$ cat src/rtl/frame_demux_pkg.sv
// Shared types and width helpers for the frame deserialiser.
//   state_t : collector FSM states (ST_COLLECT filling shadow, ST_HOLD shadow full and blocked)
//   idx_w   : width of the field index for n fields
//   gap_w   : width of the inter-word gap counter for a given timeout
//   done_w  : width of the o_done down-counter
package frame_demux_pkg;

  typedef enum logic {
    ST_COLLECT = 1'b0,
    ST_HOLD    = 1'b1
  } state_t;

  function automatic int idx_w(input int n);
    return (n <= 2) ? 1 : $clog2(n);
  endfunction

  function automatic int gap_w(input int t);
    return (t < 1) ? 1 : $clog2(t + 1);
  endfunction

  function automatic int done_w(input int d);
    return (d < 1) ? 1 : $clog2(d + 1);
  endfunction

endpackage

$ cat src/rtl/frame_gap_timer.sv
// Inter-word gap timer for a partially collected frame.
//   i_clk    : clock
//   reset    : synchronous, active-low
//   i_clr    : a word arrived this cycle; restart the gap count
//   i_en     : a partial frame is pending; count idle cycles
//   o_expire : gap has reached TIMEOUT; the pending frame is discarded on this edge
// TIMEOUT = 0 disables expiry entirely.
module frame_gap_timer
  import frame_demux_pkg::*;
#(
  parameter int TIMEOUT = 0
) (
  input  logic i_clk,
  input  logic reset,
  input  logic i_clr,
  input  logic i_en,
  output logic o_expire
);

  localparam int GAP_W = gap_w(TIMEOUT);

  logic [GAP_W-1:0] count_reg, count_next;

  // The counter restarts whenever the window closes, so it can never pass
  // TIMEOUT and never wraps.
  always_comb begin
    count_next = count_reg;
    if (!i_en || i_clr) begin
      count_next = '0;
    end else if (count_reg == GAP_W'(TIMEOUT)) begin
      count_next = '0;
    end else begin
      count_next = count_reg + GAP_W'(1);
    end
  end

  always_ff @(posedge i_clk) begin
    if (!reset) begin
      count_reg <= '0;
    end else begin
      count_reg <= count_next;
    end
  end

  assign o_expire = (TIMEOUT > 0) && i_en && (count_reg == GAP_W'(TIMEOUT));

endmodule

$ cat src/rtl/frame_demux_n.sv
// Parametrised byte-stream frame deserialiser.
// Collects N_FIELDS words into a shadow buffer; a complete frame moves into
// the output register and is handed off with o_valid / i_frame_ready.
//   i_clk         : clock, rising edge
//   reset         : synchronous, active-low
//   i_ready       : word strobe, i_data sampled when high
//   i_data        : incoming word
//   i_frame_ready : downstream accepts the frame held in o_fields
//   o_fields      : completed frame, field k at [k*DATA_W +: DATA_W]
//   o_opcode      : last field of o_fields
//   o_valid       : o_fields holds an unconsumed frame
//   o_done        : high DONE_CYCLES cycles after each output load
//   o_timeout     : one-cycle pulse when a partial frame is discarded
//   o_overflow    : sticky, a word was dropped while blocked in ST_HOLD
//   o_index       : next shadow slot to be written
module frame_demux_n
  import frame_demux_pkg::*;
#(
  parameter int DATA_W      = 8,
  parameter int N_FIELDS    = 3,
  parameter int DONE_CYCLES = 2,
  parameter int TIMEOUT     = 0
) (
  input  logic                         i_clk,
  input  logic                         reset,
  input  logic                         i_ready,
  input  logic [DATA_W-1:0]            i_data,
  input  logic                         i_frame_ready,
  output logic [N_FIELDS*DATA_W-1:0]   o_fields,
  output logic [DATA_W-1:0]            o_opcode,
  output logic                         o_valid,
  output logic                         o_done,
  output logic                         o_timeout,
  output logic                         o_overflow,
  output logic [idx_w(N_FIELDS)-1:0]   o_index
);

  localparam int IDX_W  = idx_w(N_FIELDS);
  localparam int DONE_W = done_w(DONE_CYCLES);

  state_t             state_reg, state_next;
  logic [IDX_W-1:0]   index_reg, index_next;
  logic [DATA_W-1:0]  shadow_reg [N_FIELDS];
  logic [DATA_W-1:0]  shadow_next [N_FIELDS];
  logic [DATA_W-1:0]  out_reg [N_FIELDS];
  logic [DATA_W-1:0]  out_next [N_FIELDS];
  logic               valid_reg, valid_next;
  logic [DONE_W-1:0]  done_reg, done_next;
  logic               timeout_reg, timeout_next;
  logic               overflow_reg, overflow_next;

  logic               expire, gap_en, collect, accept, out_free;
  logic               last_slot, complete, load_new, load_hold;
  logic [IDX_W-1:0]   slot;

  assign collect  = (state_reg == ST_COLLECT);
  assign accept   = valid_reg && i_frame_ready;
  assign out_free = !valid_reg || accept;
  assign gap_en   = (TIMEOUT > 0) && collect && (index_reg != '0);

  // An expiring partial frame is discarded before an arriving word is
  // stored, so a word on the expiry edge lands in field 0.
  assign slot      = expire ? '0 : index_reg;
  assign last_slot = (slot == IDX_W'(N_FIELDS - 1));
  assign complete  = collect && i_ready && last_slot;
  assign load_new  = complete && out_free;
  assign load_hold = !collect && accept;

  frame_gap_timer #(
    .TIMEOUT (TIMEOUT)
  ) u_gap (
    .i_clk    (i_clk),
    .reset    (reset),
    .i_clr    (i_ready),
    .i_en     (gap_en),
    .o_expire (expire)
  );

  // State register
  always_ff @(posedge i_clk) begin
    if (!reset) begin
      state_reg <= ST_COLLECT;
    end else begin
      state_reg <= state_next;
    end
  end

  // Next-state logic
  always_comb begin
    state_next = state_reg;
    case (state_reg)
      ST_COLLECT: if (complete && !out_free) state_next = ST_HOLD;
      ST_HOLD:    if (accept) state_next = ST_COLLECT;
      default:    state_next = ST_COLLECT;
    endcase
  end

  // Datapath next values
  always_comb begin
    shadow_next   = shadow_reg;
    out_next      = out_reg;
    index_next    = index_reg;
    valid_next    = valid_reg;
    done_next     = (done_reg != '0) ? done_reg - DONE_W'(1) : '0;
    timeout_next  = expire;
    overflow_next = overflow_reg || (!collect && i_ready);

    if (accept) valid_next = 1'b0;

    if (collect) begin
      if (expire) index_next = '0;
      if (i_ready) begin
        for (int k = 0; k < N_FIELDS; k++) begin
          if (slot == IDX_W'(k)) shadow_next[k] = i_data;
        end
        // A blocked completion leaves index at the last slot while in ST_HOLD.
        if (!last_slot)    index_next = slot + IDX_W'(1);
        else if (out_free) index_next = '0;
        else               index_next = slot;
      end
    end else if (accept) begin
      index_next = '0;
    end

    // The last word bypasses the shadow so the frame is visible next cycle.
    if (load_new) begin
      for (int k = 0; k < N_FIELDS; k++) begin
        out_next[k] = (k == N_FIELDS - 1) ? i_data : shadow_reg[k];
      end
    end
    if (load_hold) out_next = shadow_reg;

    // A restart while o_done is active reloads the full count.
    if (load_new || load_hold) begin
      valid_next = 1'b1;
      done_next  = DONE_W'(DONE_CYCLES);
    end
  end

  always_ff @(posedge i_clk) begin
    if (!reset) begin
      for (int k = 0; k < N_FIELDS; k++) begin
        shadow_reg[k] <= '0;
        out_reg[k]    <= '0;
      end
      index_reg    <= '0;
      valid_reg    <= 1'b0;
      done_reg     <= '0;
      timeout_reg  <= 1'b0;
      overflow_reg <= 1'b0;
    end else begin
      shadow_reg   <= shadow_next;
      out_reg      <= out_next;
      index_reg    <= index_next;
      valid_reg    <= valid_next;
      done_reg     <= done_next;
      timeout_reg  <= timeout_next;
      overflow_reg <= overflow_next;
    end
  end

  // Outputs
  genvar gi;
  generate
    for (gi = 0; gi < N_FIELDS; gi++) begin : g_fields
      assign o_fields[gi*DATA_W +: DATA_W] = out_reg[gi];
    end
  endgenerate

  always_comb begin
    o_opcode   = out_reg[N_FIELDS-1];
    o_valid    = valid_reg;
    o_done     = (done_reg != '0);
    o_timeout  = timeout_reg;
    o_overflow = overflow_reg;
    o_index    = index_reg;
  end

endmodule

$ cat config.mk
export PLATFORM = sky130hd
export DESIGN_NAME = frame_demux_n
export DESIGN_NICKNAME = d
export VERILOG_FILES = /design/src/rtl/frame_demux_pkg.sv /design/src/rtl/frame_gap_timer.sv /design/src/rtl/frame_demux_n.sv
export SDC_FILE = /design/constraint.sdc
export NUM_CORES = 1
export LEC_CHECK = 0
export ABC_AREA = 0
export BUFFER_PORTS_ARGS = -buffer_cell sky130_fd_sc_hd__buf_2
export CELL_PAD_IN_SITES_DETAIL_PLACEMENT = 0
export CELL_PAD_IN_SITES_GLOBAL_PLACEMENT = 1
export CORE_MARGIN = 2
export CORE_UTILIZATION = 42
export CTS_BUF_LIST = sky130_fd_sc_hd__clkbuf_8
export CTS_CLUSTER_DIAMETER = 60
export DETAILED_ROUTE_END_ITERATION = 8
export GPL_TIMING_DRIVEN = 0
export PLACE_DENSITY = 0.79
export SYNTH_ARGS = -nofsm -noshare
export SYNTH_HDL_FRONTEND = slang
export SYNTH_SLANG_ARGS = --single-unit
$ cat constraint.sdc
create_clock -name i_clk -period 2.17 [get_ports i_clk]
set_clock_uncertainty 0.1 [all_clocks]
set_input_delay 0.217 -clock i_clk [delete_from_list [all_inputs] [get_ports i_clk]]
set_output_delay 0.217 -clock i_clk [all_outputs]
set_load 0.005 [all_outputs]
Yosys cells after proc, flatten, opt, wreduce, memory -nomap -nowiden
Index checks and enable logic that the tools add are counted.
Operators by class
  add/subtract/negate cells: 2
  equal/unequal tests: 4
  multiplexer cells: 14
  bitwise gates (word level): 3
  reduce and logical (&&, ||, !) cells: 22
Operators by type and width (count)
  $mux 24: 2
  $mux 2: 7
  $reduce_and 3->1: 4
  $reduce_bool 2->1: 4
  $logic_and 1x1->1: 7
  $mux 1: 4
  $logic_or 1x1->1: 3
  $ne 3x3->1 const B: 1
  $not 1->1: 3
  $reduce_or 3->1: 1
  $add 2x1->2 const B: 1
  $eq 2x1->1 const B: 1
  $eq 2x2->1 const B: 1
  $logic_not 1->1: 2
  $logic_not 2->1: 1
  $ne 2x1->1 const B: 1
  $pmux 1 s2: 1
  $sub 2x1->2 const B: 1
Word-level totals
  register bits after elaboration: 55
  bits of input ports: 12
  word-level logic and storage cells: 57

Depth between registers and ports, before layout
  depth after elaboration: 6
  mapped depth: 6
  mapped depth without buffers: 3

By module
Synthesis repeated with hierarchy kept, for this count alone.
Unflattened totals
  cells, all modules: 271
  area total of the unflattened synthesis: 2368.5 um2
By module, submodules not included
  frame_demux_n: instances 1, cells each 269, area each 2357.3 um2, sequential area each 1121.1 um2
  frame_gap_timer: instances 1, cells each 2, area each 11.3 um2, sequential area each 0.0 um2

Worst setup path before layout
No wires, ideal clock.
  path type: register to register
  start: register index_reg[0], in the netlist o_index[0]
  end: register out_reg, in the netlist o_opcode[7]
  setup time: 100 ps
  data arrival time: 1488 ps
  path slack: 483 ps
  cell stages (with the launch flop): 7
  path buffers: 3
  cell sequence: dfxtp_1 > and3b_1 > buf_6 > o22a_1 > buf_6 > buf_6 > a2111oi_4
On the way
  cells in the longest elaborated chain, start to end: 4
RTL lines
  start, declared: line frame_demux_n.sv:42  | logic [IDX_W-1:0] index_reg, index_next;
  start signal, assigned: line frame_demux_n.sv:154  | index_reg <= index_next;
  $eq 2x2->1: line frame_demux_n.sv:64  | assign last_slot = (slot == IDX_W'(N_FIELDS - 1));
  $logic_and 1x1->1: line frame_demux_n.sv:65  | assign complete = collect && i_ready && last_slot;
  $logic_and 1x1->1: line frame_demux_n.sv:66  | assign load_new = complete && out_free;
  $reduce_bool 2->1 (no source line)
  end signal, assigned: line frame_demux_n.sv:153  | out_reg <= out_next;
  end, declared: line frame_demux_n.sv:45  | logic [DATA_W-1:0] out_reg [N_FIELDS];
Every way passes these cells.
A chain may end at the register's enable or synchronous reset.

Worst setup path after layout
  start: register state_reg
  end: register out_reg, in the netlist o_opcode[4]
On the way
  cells in the longest elaborated chain, start to end: 5
  elaborated cells on any way between the ends: 7
  those cells by class: mux (1); bitwise (1); reduce/logical (5)
RTL lines
  start, declared: line frame_demux_n.sv:41  | state_t state_reg, state_next;
  start signal, assigned: line frame_demux_n.sv:84  | state_reg <= state_next;
  $not 1->1 (no source line)
  $logic_and 1x1->1 (2 in a row): line frame_demux_n.sv:65
  $logic_and 1x1->1: line frame_demux_n.sv:66
  $reduce_bool 2->1 (no source line)
Several ways; a longest one is shown, not always the timed one.

==> out/qor.csv <==
stage;metric;value;unit
status;run_status;finished clean;
floorplanning;die_w;79.02;um
yosys;synth_flop_cell;sky130_fd_sc_hd__dfxtp_1;
floorplanning;total_die_area;6243;um2
placed_design;post-place-cells;367;
yosys;postSynthCellCount;248;
yosys;async_flop_share;0;%
finish;area_growth_syn_to_layout;18.00;%
routing;drtPass1Iterations;4;
cts;cts_num_sinks;55;
yosys;syn_area;2364;um2
yosys;synth_area_per_cell;9.530;um2
run;cap_violations;0;
yosys;synthMuxAreaShare;16.94;%
placed_design;detailed_place_hpwl;3.638;mm
grt;grt_start_max_net_pins;16;
placed_design;global_placement_routability_congestion;0.7579;
sta;finalWorstPathRequiredPeriod;1.832;ns
sta;grt_setup_unrepaired;no;
worst_hold_path;worstHoldPathType;input port to register;
floorplanning;io_pins;50;
critical_path;critical_path.cell_chain;buf_2, nand3_1, mux2i_1, a2111oi_2;
grt;grt_first_pass_wirelength;8.604;mm
sta;finalSetupTns;0;ns
sta;hold_viol;0;
critical_path;worst_r2r_startpoint;state_reg;
sta;setup-violations-final;0;
yosys;postSynthNetCount;260;
yosys;synth_warnings;0;
power_and_ir_drop;net-switching-power;0.0004101;W
worst_hold_path;whs_path_depth;3;
routing;route.vias.total;1834;
cts;cts-buffers-inserted;5;
cts;clock_insertion_delay_worst_skew;0.29;ns
finish;nNetsFinal;314;
cts;cts_tree;yes;
critical_path;timing.rr.end;o_opcode[4];
floorplanning;start_util;43.19;%
sta;max_slew.worst_pin.slew;0.6868;ns
finish;instances_no_fill;375;
critical_path;timing.critical_path.arrival;1.92;ns
routing;wl_per_cell;13.52;um
critical_path;critical_path.startpoint_type;register;
cts;cts-root-to-sink-buffers;2;
routing;drc;0;
yosys;post_synth_xor_area_fraction;0;%
yosys;ys_seq_elements;55;
yosys;synth_top_family_by_area;simple AND/OR/NAND/NOR gates;
placed_design;port_buffers;47;
worst_hold_path;timing.hold.worst.start;i_data[2];
sta;maxClockFrequency;545.9;MHz
cts;clk_root_buffer_cell;sky130_fd_sc_hd__clkbuf_8;
floorplanning;floorplan.rows;27;
cts;number_of_cells_upsized_or_downsized_after_cts;0;
cts;clk_pin_slew_worst_paths;0.09;ns
critical_path;cp_max_fo;10;
critical_path;slowest_stage;sky130_fd_sc_hd__nand3_1;
cts;cts_hold_repair.buffers;0;
power_and_ir_drop;worst_ir_drop_on_vdd;228.3;uV
critical_path;timing_worst_setup_path_type;register to register;
critical_path;timing.critical_path.to_type;register;
yosys;yosys.area.top_type;sky130_fd_sc_hd__dfxtp_1;
grt;first_global_vias;1730;
yosys;post-synth-top-area-fraction;46.59;%
critical_path;required;2.26;ns
sta;slew_headroom;54.10;%
yosys;synth_compound_area_share;10.38;%
power_and_ir_drop;power.static_leakage;1.194;nW
power_and_ir_drop;p_comb_share;8.3;%
yosys;synth_enable_flop_cells;0;
yosys;synth.yosys.seq_area_share;46.59;%
finish;largest_register_ffs;24;
critical_path;worst-r2r-setup-slack;0.34;ns
grt;initial_antenna_violation_count;0;
power_and_ir_drop;power.share.sequential;58.6;%
grt;global_route_total_usage_across_every_layer;17.53;%
routing;avgViaCountPerCell;4.891;
worst_hold_path;min_to;shadow_reg[18];
finish;insertedDiodeCount;0;
yosys;synthMostInstantiatedCell;sky130_fd_sc_hd__dfxtp_1;
yosys;synth-adder-area-share;0;%
critical_path;timing.reg2reg.worst_path_depth;4;
cts;clock_tree.htree_level_count;2;
yosys;synth.cells.most_frequent;sky130_fd_sc_hd__dfxtp_1 (55), sky130_fd_sc_hd__nand2_1 (49), sky130_fd_sc_hd__mux2i_1 (40), sky130_fd_sc_hd__nor2_1 (19), sky130_fd_sc_hd__nor3_1 (18);
power_and_ir_drop;power.share.clock;33.1;%
power_and_ir_drop;power.switching_fraction;22.91;%
routing;postRouteAntennaNets;0;
yosys;yosys-top-cells-area;sky130_fd_sc_hd__dfxtp_1 (47%), sky130_fd_sc_hd__mux2i_1 (17%), sky130_fd_sc_hd__nand2_1 (7.8%);
routing;initialDrtViolationCount;73;
critical_path;cpPeakStageDelay;0.43;ns
power_and_ir_drop;intPower;0.001380;W
floorplanning;dieHeight;79.02;um
grt;grt-ovfl-total;0;
routing;routed_wl;5.069;mm
cts;postCtsSetupBuffers;0;
floorplanning;design.core.area;5473;um2
finish;layout-drive-gt1-share;27.39;%
sta;timing_max_transition_violations_final;0;
yosys;synth_cell_type_count;30;
power_and_ir_drop;p_per_area;641.9;nW/um2
sta;min_period_over_period;84.41;%
yosys;synth_simple_gate_area_share;18.85;%
stage by stage:
stage / hold slack [ns] / utilization, % / setup slack, ns / power [W] / instance area [um2]
after floorplan: 0.2530 / - / 0.4825 / 0.001168 / 2364
after global placement: 0.3116 / 49.13 / 0.3577 / 0.001221 / 2689
after detailed placement: 0.3287 / 49.13 / 0.3340 / 0.001224 / 2689
after CTS: 0.08003 / 50.96 / 0.3100 / 0.001821 / 2789
after global routing: 0.07940 / 50.96 / 0.1720 / 0.001882 / 2789
final: 0.09691 / 50.96 / 0.3383 / 0.001790 / 2789
metal layers:
| layer | track usage, % | share of wire (%) | vias up |
|---|---|---|---|
| li1 | - | - | 945 |
| met1 | 23.59 | 49 | 848 |
| met2 | 28.39 | 47 | 39 |
| met3 | 3.750 | 3.9 | 2 |
| met4 | 5.000 | 0.57 | 0 |
| met5 | 0 | 0 | - |
cells in the final DEF (no fill, tap or decap):
| cell type | Yosys | final |
|---|---|---|
| sky130_fd_sc_hd__nand3_1 | 1 | 1 |
| sky130_fd_sc_hd__or2b_1 | 1 | 1 |
| sky130_fd_sc_hd__or4b_2 | 1 | 1 |
| sky130_fd_sc_hd__buf_2 | 4 | 51 |
| sky130_fd_sc_hd__buf_4 | 10 | 10 |
| sky130_fd_sc_hd__a2111oi_4 | 1 | 1 |
| sky130_fd_sc_hd__clkbuf_1 | 6 | 6 |
| sky130_fd_sc_hd__conb_1 | 1 | 1 |
| sky130_fd_sc_hd__nor4b_2 | 1 | 1 |
| sky130_fd_sc_hd__buf_1 | 2 | 2 |
| sky130_fd_sc_hd__o21a_1 | 3 | 3 |
| sky130_fd_sc_hd__clkinv_1 | 1 | 1 |
| sky130_fd_sc_hd__nand2_1 | 49 | 49 |
| sky130_fd_sc_hd__o22a_1 | 1 | 1 |
| sky130_fd_sc_hd__mux2i_1 | 40 | 40 |
| sky130_fd_sc_hd__and2_1 | 2 | 2 |
| sky130_fd_sc_hd__clkbuf_8 | 0 | 7 |
| sky130_fd_sc_hd__nor3_1 | 18 | 18 |
| sky130_fd_sc_hd__a21boi_0 | 1 | 1 |
| sky130_fd_sc_hd__and3b_1 | 2 | 2 |
| sky130_fd_sc_hd__nor4bb_1 | 2 | 2 |
| sky130_fd_sc_hd__o31a_1 | 1 | 1 |
| sky130_fd_sc_hd__nor2b_1 | 1 | 1 |
| sky130_fd_sc_hd__nor2_1 | 19 | 19 |
| sky130_fd_sc_hd__a21oi_1 | 12 | 12 |
| sky130_fd_sc_hd__clkbuf_2 | 1 | 1 |
| sky130_fd_sc_hd__inv_1 | 0 | 1 |
| sky130_fd_sc_hd__a2111oi_2 | 7 | 7 |
| sky130_fd_sc_hd__dfxtp_1 | 55 | 55 |
| sky130_fd_sc_hd__buf_6 | 3 | 3 |
| sky130_fd_sc_hd__or2_2 | 1 | 1 |
| sky130_fd_sc_hd__o21ai_0 | 1 | 1 |
power by group through the flow:
stage / Combinational [W] / Clock (W) / Sequential (W)
6_report: 0.000149 / 0.000592 / 0.00105
5_1_grt: 0.000168 / 0.000661 / 0.00105
3_3_place_gp: 0.000150 / 0 / 0.00107
3_5_place_dp: 0.000152 / 0 / 0.00107
4_1_cts: 0.000152 / 0.000620 / 0.00105
2_1_floorplan: 0.0000990 / 0 / 0.00107
area by class of cell:
class,instances,area (um2)
Clock buffer,7,96.34
Timing Repair Buffer,47,235.2
Buffer,26,163.9
Multi-Input combinational cell,166,1095
Clock inverter,1,3.754
Inverter,1,3.754
Fill cell,580,2684
Tap cell,72,90.09
Sequential cell,55,1101
worst max-delay path: cells and delay by family (launching register included):
kind	cells	cell delay [ns]
flip-flops	1	0.33
AO/OA/AOI/OAI	1	0.38
buffers and inverters	1	0.22
multiplexers	1	0.26
AND/OR/NAND/NOR	1	0.43
cells by family (layout without fill, tap and decap cells):
family                 after synthesis  count (layout)
and+or+nand+nor                     98              98
DFF                                 55              55
muxes                               40              40
AOI/OAI and AO/OA                   27              27
buffers and inverters               27              82
other                                1               1
worst max-delay path by stage:
stage                     startpoint            to  slack [ns]  cells after the start
after detailed placement     o_valid  o_fields[15]        0.33                      5
after global routing       state_reg   o_opcode[1]        0.17                      4
after CTS                    o_valid  o_fields[15]        0.31                      5
final                      state_reg   o_opcode[4]        0.34                      4
after global placement       o_valid  o_fields[15]        0.36                      5
after floorplan           o_index[0]   o_opcode[7]        0.48                      6
(Power assumes the default switching activity.)
